==> src/rtl/pixel_chunk_packer.sv <==
// Packs rasterizer pixel writes into aligned CHUNK_PIXELS-wide write bursts with byte strobes.
// Optional idle auto-flush is enabled by defining PACKER_IDLE_FLUSH_EN.
module pixel_chunk_packer #(
    parameter int HRES         = 1280,
    parameter int VRES         = 720,
    parameter int PIXEL_WIDTH  = 16,
    parameter int CHUNK_PIXELS = 8,
    parameter int IDLE_CYCLES  = 64,
    localparam int AW  = $clog2(HRES * VRES),
    localparam int CW  = $clog2(CHUNK_PIXELS),
    localparam int DW  = CHUNK_PIXELS * PIXEL_WIDTH,
    localparam int SW  = CHUNK_PIXELS * PIXEL_WIDTH / 8
) (
    input  logic             clk_in,
    input  logic             rst_in,
    input  logic             valid_in,
    output logic             ready_out,
    input  logic [AW-1:0]    addr_in,
    input  logic [PIXEL_WIDTH-1:0] data_in,
    input  logic             strobe_in,
    input  logic             flush_in,
    output logic             valid_out,
    input  logic             ready_in,
    output logic [AW-CW-1:0] addr_out,
    output logic [DW-1:0]    data_out,
    output logic [SW-1:0]    strobe_out,
    output logic             busy_out
);

    localparam int BPP = PIXEL_WIDTH / 8;

    if ((PIXEL_WIDTH % 8) != 0 || CHUNK_PIXELS < 2 ||
        (1 << CW) != CHUNK_PIXELS || IDLE_CYCLES < 1) begin : g_bad_params
        $error("pixel_chunk_packer: illegal parameter combination");
    end

    logic [AW-CW-1:0]        chunk_in;
    logic [CW-1:0]           slot_in;
    logic [AW-CW-1:0]        open_addr_q, open_addr_d;
    logic [DW-1:0]           data_q, data_d, merged_data, fresh_data;
    logic [CHUNK_PIXELS-1:0] strb_q, strb_d, merged_strb, fresh_strb;
    logic                    valid_q, valid_d;
    logic [AW-CW-1:0]        oaddr_q, oaddr_d;
    logic [DW-1:0]           odata_q, odata_d;
    logic [CHUNK_PIXELS-1:0] ostrb_q, ostrb_d;
    logic                    free, accept, open, full, same, new_chunk, close, idle_hit;

    assign chunk_in  = addr_in[AW-1:CW];
    assign slot_in   = addr_in[CW-1:0];
    assign free      = !valid_q || ready_in;
    assign accept    = valid_in && free;
    assign open      = |strb_q;
    assign full      = &strb_q;
    assign same      = (chunk_in == open_addr_q);
    assign new_chunk = accept && !same;
    assign close     = open && free && (new_chunk || flush_in || full || idle_hit);

`ifdef PACKER_IDLE_FLUSH_EN
    localparam int IW = $clog2(IDLE_CYCLES + 1);
    logic [IW-1:0] idle_q, idle_d;

    assign idle_hit = (idle_q >= IW'(IDLE_CYCLES));

    always_comb begin
        idle_d = idle_q;
        if (accept || close) begin
            idle_d = '0;
        end else if (open && !idle_hit) begin
            idle_d = idle_q + 1'b1;
        end
    end

    always_ff @(posedge clk_in) begin
        if (rst_in) begin
            idle_q <= '0;
        end else begin
            idle_q <= idle_d;
        end
    end
`else
    assign idle_hit = 1'b0;
`endif

    // merged_*: open chunk plus this cycle's pixel; fresh_*: this cycle's pixel alone
    always_comb begin
        merged_data = data_q;
        merged_strb = strb_q;
        fresh_data  = '0;
        fresh_strb  = '0;
        if (accept && strobe_in) begin
            merged_data[slot_in*PIXEL_WIDTH +: PIXEL_WIDTH] = data_in;
            merged_strb[slot_in]                            = 1'b1;
            fresh_data[slot_in*PIXEL_WIDTH +: PIXEL_WIDTH]  = data_in;
            fresh_strb[slot_in]                             = 1'b1;
        end
    end

    always_comb begin
        open_addr_d = open_addr_q;
        data_d      = data_q;
        strb_d      = strb_q;
        valid_d     = valid_q;
        oaddr_d     = oaddr_q;
        odata_d     = odata_q;
        ostrb_d     = ostrb_q;
        if (close) begin
            valid_d = 1'b1;
            oaddr_d = open_addr_q;
            if (new_chunk) begin
                odata_d     = data_q;
                ostrb_d     = strb_q;
                data_d      = fresh_data;
                strb_d      = fresh_strb;
                open_addr_d = chunk_in;
            end else begin
                odata_d = merged_data;
                ostrb_d = merged_strb;
                data_d  = '0;
                strb_d  = '0;
            end
        end else begin
            if (ready_in) begin
                valid_d = 1'b0;
            end
            // accept without close implies the pixel lands in the open chunk or starts one
            if (accept) begin
                if (open) begin
                    data_d = merged_data;
                    strb_d = merged_strb;
                end else begin
                    data_d      = fresh_data;
                    strb_d      = fresh_strb;
                    open_addr_d = chunk_in;
                end
            end
        end
    end

    always_ff @(posedge clk_in) begin
        if (rst_in) begin
            open_addr_q <= '0;
            data_q      <= '0;
            strb_q      <= '0;
            valid_q     <= 1'b0;
            oaddr_q     <= '0;
            odata_q     <= '0;
            ostrb_q     <= '0;
        end else begin
            open_addr_q <= open_addr_d;
            data_q      <= data_d;
            strb_q      <= strb_d;
            valid_q     <= valid_d;
            oaddr_q     <= oaddr_d;
            odata_q     <= odata_d;
            ostrb_q     <= ostrb_d;
        end
    end

    always_comb begin
        strobe_out = '0;
        for (int unsigned i = 0; i < CHUNK_PIXELS; i++) begin
            strobe_out[i*BPP +: BPP] = {BPP{ostrb_q[i]}};
        end
    end

    assign ready_out = free;
    assign valid_out = valid_q;
    assign addr_out  = oaddr_q;
    assign data_out  = odata_q;
    assign busy_out  = open || valid_q;

endmodule

==> config.mk <==
export PLATFORM = sky130hd
export DESIGN_NAME = pixel_chunk_packer
export DESIGN_NICKNAME = d
export VERILOG_FILES = /design/src/rtl/pixel_chunk_packer.sv
export SDC_FILE = /design/constraint.sdc
export NUM_CORES = 1
export LEC_CHECK = 0
export CORE_ASPECT_RATIO = 0.8
export CORE_UTILIZATION = 58
export DETAILED_ROUTE_END_ITERATION = 6
export GPL_ROUTABILITY_DRIVEN = 0
export PLACE_DENSITY = 0.85
export SLEW_MARGIN = 20
export SYNTH_ARGS = -nofsm -noshare
export SYNTH_HDL_FRONTEND = slang
export SYNTH_SLANG_ARGS = --single-unit
==> constraint.sdc <==
create_clock -name clk_in -period 4.82 [get_ports clk_in]
set_input_delay 0.482 -clock clk_in [delete_from_list [all_inputs] [get_ports clk_in]]
set_output_delay 0.482 -clock clk_in [all_outputs]
set_load 0.005 [all_outputs]
==> impl_metrics.toml <==
[outcome]
status = "complete, but fails checks"
failed_checks = "DRC"

[cts]
cts-root-buf = "clkbuf_16"
clk_pin_slew_ns = 0.06
clk_path_buf_depth = 3
clkLatencyLatePin_ns = 0.56
cts_tree = "built"
post_cts_resized = 0
postCtsHoldBufs = 0
htreeDepth = 1
cts.sinks = 307
cts_buffers = 29
postCtsSetupBuffers = 0

[placed_design]
numPortBuffers = 205
place_inst = 1953
dp_hpwl_um = 26900
dp_slack_ns = 0.796

[drt]
vias_per_cell = 6.64
dr.pass1.iters = 7
drtAntennaViolNets = 0
wl_per_cell_um = 21.3
vias = 13300
drc = 1
wl_um = 42600
drt-initial-drc-count = 1558

[critical_path]
crit_fanout = 14
end_kind = "flip-flop"
slowest_stage = "clkdlybuf4s50_1"
crit_required_ns = 5.25
crit_arrival_ns = 4.07
path_cells = "clkdlybuf4s50_1 > inv_1 > ha_1 > ha_1 > o31ai_1 > nor4b_2 > nor2_1 > nand4_1 > a21oi_2 > a32o_1"
critPathKind = "in2reg"
cpMostUsedCell = "ha_1"
cp-start-kind = "primary input"
cpPeakStageDelay_ns = 0.87

[final_layout]
fill_cells = 1675
n_antenna_cell = 0
drive_gt1_share_pct = 7.24
syn_to_final_growth_pct = 21.9
regArea_um2 = 6150
multi_input_area_um2 = 6560
final_nets = 1726
fin_cells = 2004

[floorplanning]
fp.dieH_um = 138
core-area_um2 = 22600
die_w_um = 173
ioPinCount = 206
dieArea_um2 = 23900
rows = 49
start_util_pct = 59.6

[power_and_ir_drop]
vdd_drop_max_uv = 292
p_seq_share_pct = 43.8
finalPower_mw = 6.72
power_frac_comb_pct = 22.1
powerDensity_nw_per_um2 = 409
leakagePower_nw = 5.68
clkPwrFrac_pct = 34.0
switching_share_pct = 28.6
switchingPower_mw = 1.92
intPower_mw = 4.80

[logic_synthesis]
synth_top_area_share_pct = 45.5
avgSynthCellArea_um2 = 8.53
ys_seq_elements = 307
syn_inst = 1582
synthTopCellsByCount = "dfxtp_1, nor2_1, nand2_1"
ys.flop_type = "dfxtp_1"
post_synth_num_cell_types = 78
synthArstFlopShare_pct = 0
ys_warn_count = 0
syn_nets = 1630
synth_area_leader_cell = "dfxtp_1"
synth_edf_count = 0
synth_area_um2 = 13500
synth_area_leaders = "dfxtp_1, a21oi_1, a211oi_1"
yosysMostFrequentCell = "dfxtp_1"
yosysSeqAreaShare_pct = 45.5

[sta]
setup_viol = 0
hold_viol = 0
worst_pin_slew_ns = 1.18
finalCritPeriodShare_pct = 75.6
maxSlewViolCount = 0
slew_headroom_pct = 21.3
fin_crit_ns = 3.64
rsz0062_at_grt = "false"
setup_slack_ns = 1.18
clock_skew_ns = 0.0288
fmax_mhz = 275
tns_ns = 0

[grt]
grt_max_degree = 109
antenna_found_initial = 0
grt_overflow = 0
grt_first_pass_wirelength_um = 66800
grt_pass1_vias = 12500
grt_usage_pct = 34.2

[run]
drv_cap = 0

[worst_hold_path]
hold_class = "reg2reg"
==> layer usage <==
layer | vias to the layer above | track usage, % | routed length [µm]
met5 | - | 0 | 0
met4 | 0 | 15.8 | 1790
li1 | 5997 | - | -
met1 | 6229 | 46.6 | 17100
met3 | 158 | 8.64 | 5580
met2 | 917 | 50.8 | 18200
==> flip-flops by register name, indices dropped and copies added, names as in the netlist <==
| signal | count |
|---|---|
| addr_out | 17 |
| data_out | 128 |
| data_q | 128 |
| open_addr_q | 17 |
| ostrb_q | 8 |
| strb_q | 8 |
| valid_out | 1 |
==> cells by family (layout without fill, tap and decap cells) <==
| kind of cell | count (synthesis) | after routing | share of synthesized area (%) |
|---|---|---|---|
| and+or+nand+nor | 552 | 552 | 18.5 |
| AOI/OAI and AO/OA | 517 | 517 | 28.0 |
| DFF | 307 | 307 | 45.5 |
| buffers and inverters | 180 | 296 | 6.06 |
| xor gates and xnor gates | 17 | 17 | 1.10 |
| adders and majority gates | 6 | 6 | 0.556 |
| muxes | 3 | 3 | 0.223 |
==> critical path, delay by kind of cell <==
kind	cells	cell delay [ns]
simple gates	3	1.23
compound gates	3	0.60
fa+ha+maj	2	0.67
buf+inv	2	1.08
==> per-stage QoR <==
step	cell area, µm²	hold slack (ns)	utilization (%)
3_3_place_gp	15500	0.441	68.5
6_report	16400	0.457	72.7
5_1_grt	16400	0.477	72.7
3_5_place_dp	15500	0.442	68.5
2_1_floorplan	13500	0.433	-
4_1_cts	16400	0.459	72.7
==> power groups by stage <==
stage / Clock (mW) / Combinational (mW) / Sequential (mW)
3_3_place_gp: 0 / 1.41 / 2.99
2_1_floorplan: 0 / 0.785 / 2.97
3_5_place_dp: 0 / 1.45 / 2.99
6_report: 2.29 / 1.49 / 2.95
5_1_grt: 2.41 / 1.59 / 2.97
4_1_cts: 2.30 / 1.46 / 2.94
==> cells in the final DEF (no fill, tap or decap), types with 5 or more instances in the layout <==
cell             synthesis  final
a31oi_1                 12     12
nor3_1                  39     39
a211oi_1               102    102
a32o_1                  37     37
clkbuf_16                0     29
nand2_1                165    165
and2_1                  11     11
dfxtp_1                307    307
a311oi_1                22     22
nand4_1                 20     20
inv_1                    5      5
ha_1                     6      6
a221oi_1                12     12
o21ai_0                 32     32
a21oi_1                159    158
and3_1                  17     17
clkdlybuf4s50_1          0    204
a2bb2oi_1               22     22
a22oi_1                 18     18
buf_12                   0      6
xor2_1                  10     10
xnor2_1                  7      7
nand3_1                 66     66
clkbuf_1                98      7
a32oi_1                 31     31
nor2_1                 197    194
buf_4                   17     28
a22o_1                  29     29
clkbuf_8                 0      8
==> final timing paths <==
kind / startpoint / endpoint / slack (ns) / depth (start not counted)
hold / removal: addr_out[10] / addr_out[10] / 0.46 / 2
setup / recovery: addr_in[0] / data_q[41] / 1.18 / 10
hold reg to reg: addr_out[10] / addr_out[10] / 0.46 / 2
setup reg to reg: strb_q[4] / data_q[83] / 1.39 / 8
==> final cells by class <==
cell class                 instances  share of cell area (%)
multi-input combinational       1095                    39.9
sequential                       307                    37.4
timing repair buffer             239                    14.5
clock buffer                      44                    5.24
tap                              306                    2.33
clock inverter                     7                   0.540
inverter                           6                   0.137
Power figures use the tool's default switching activity.
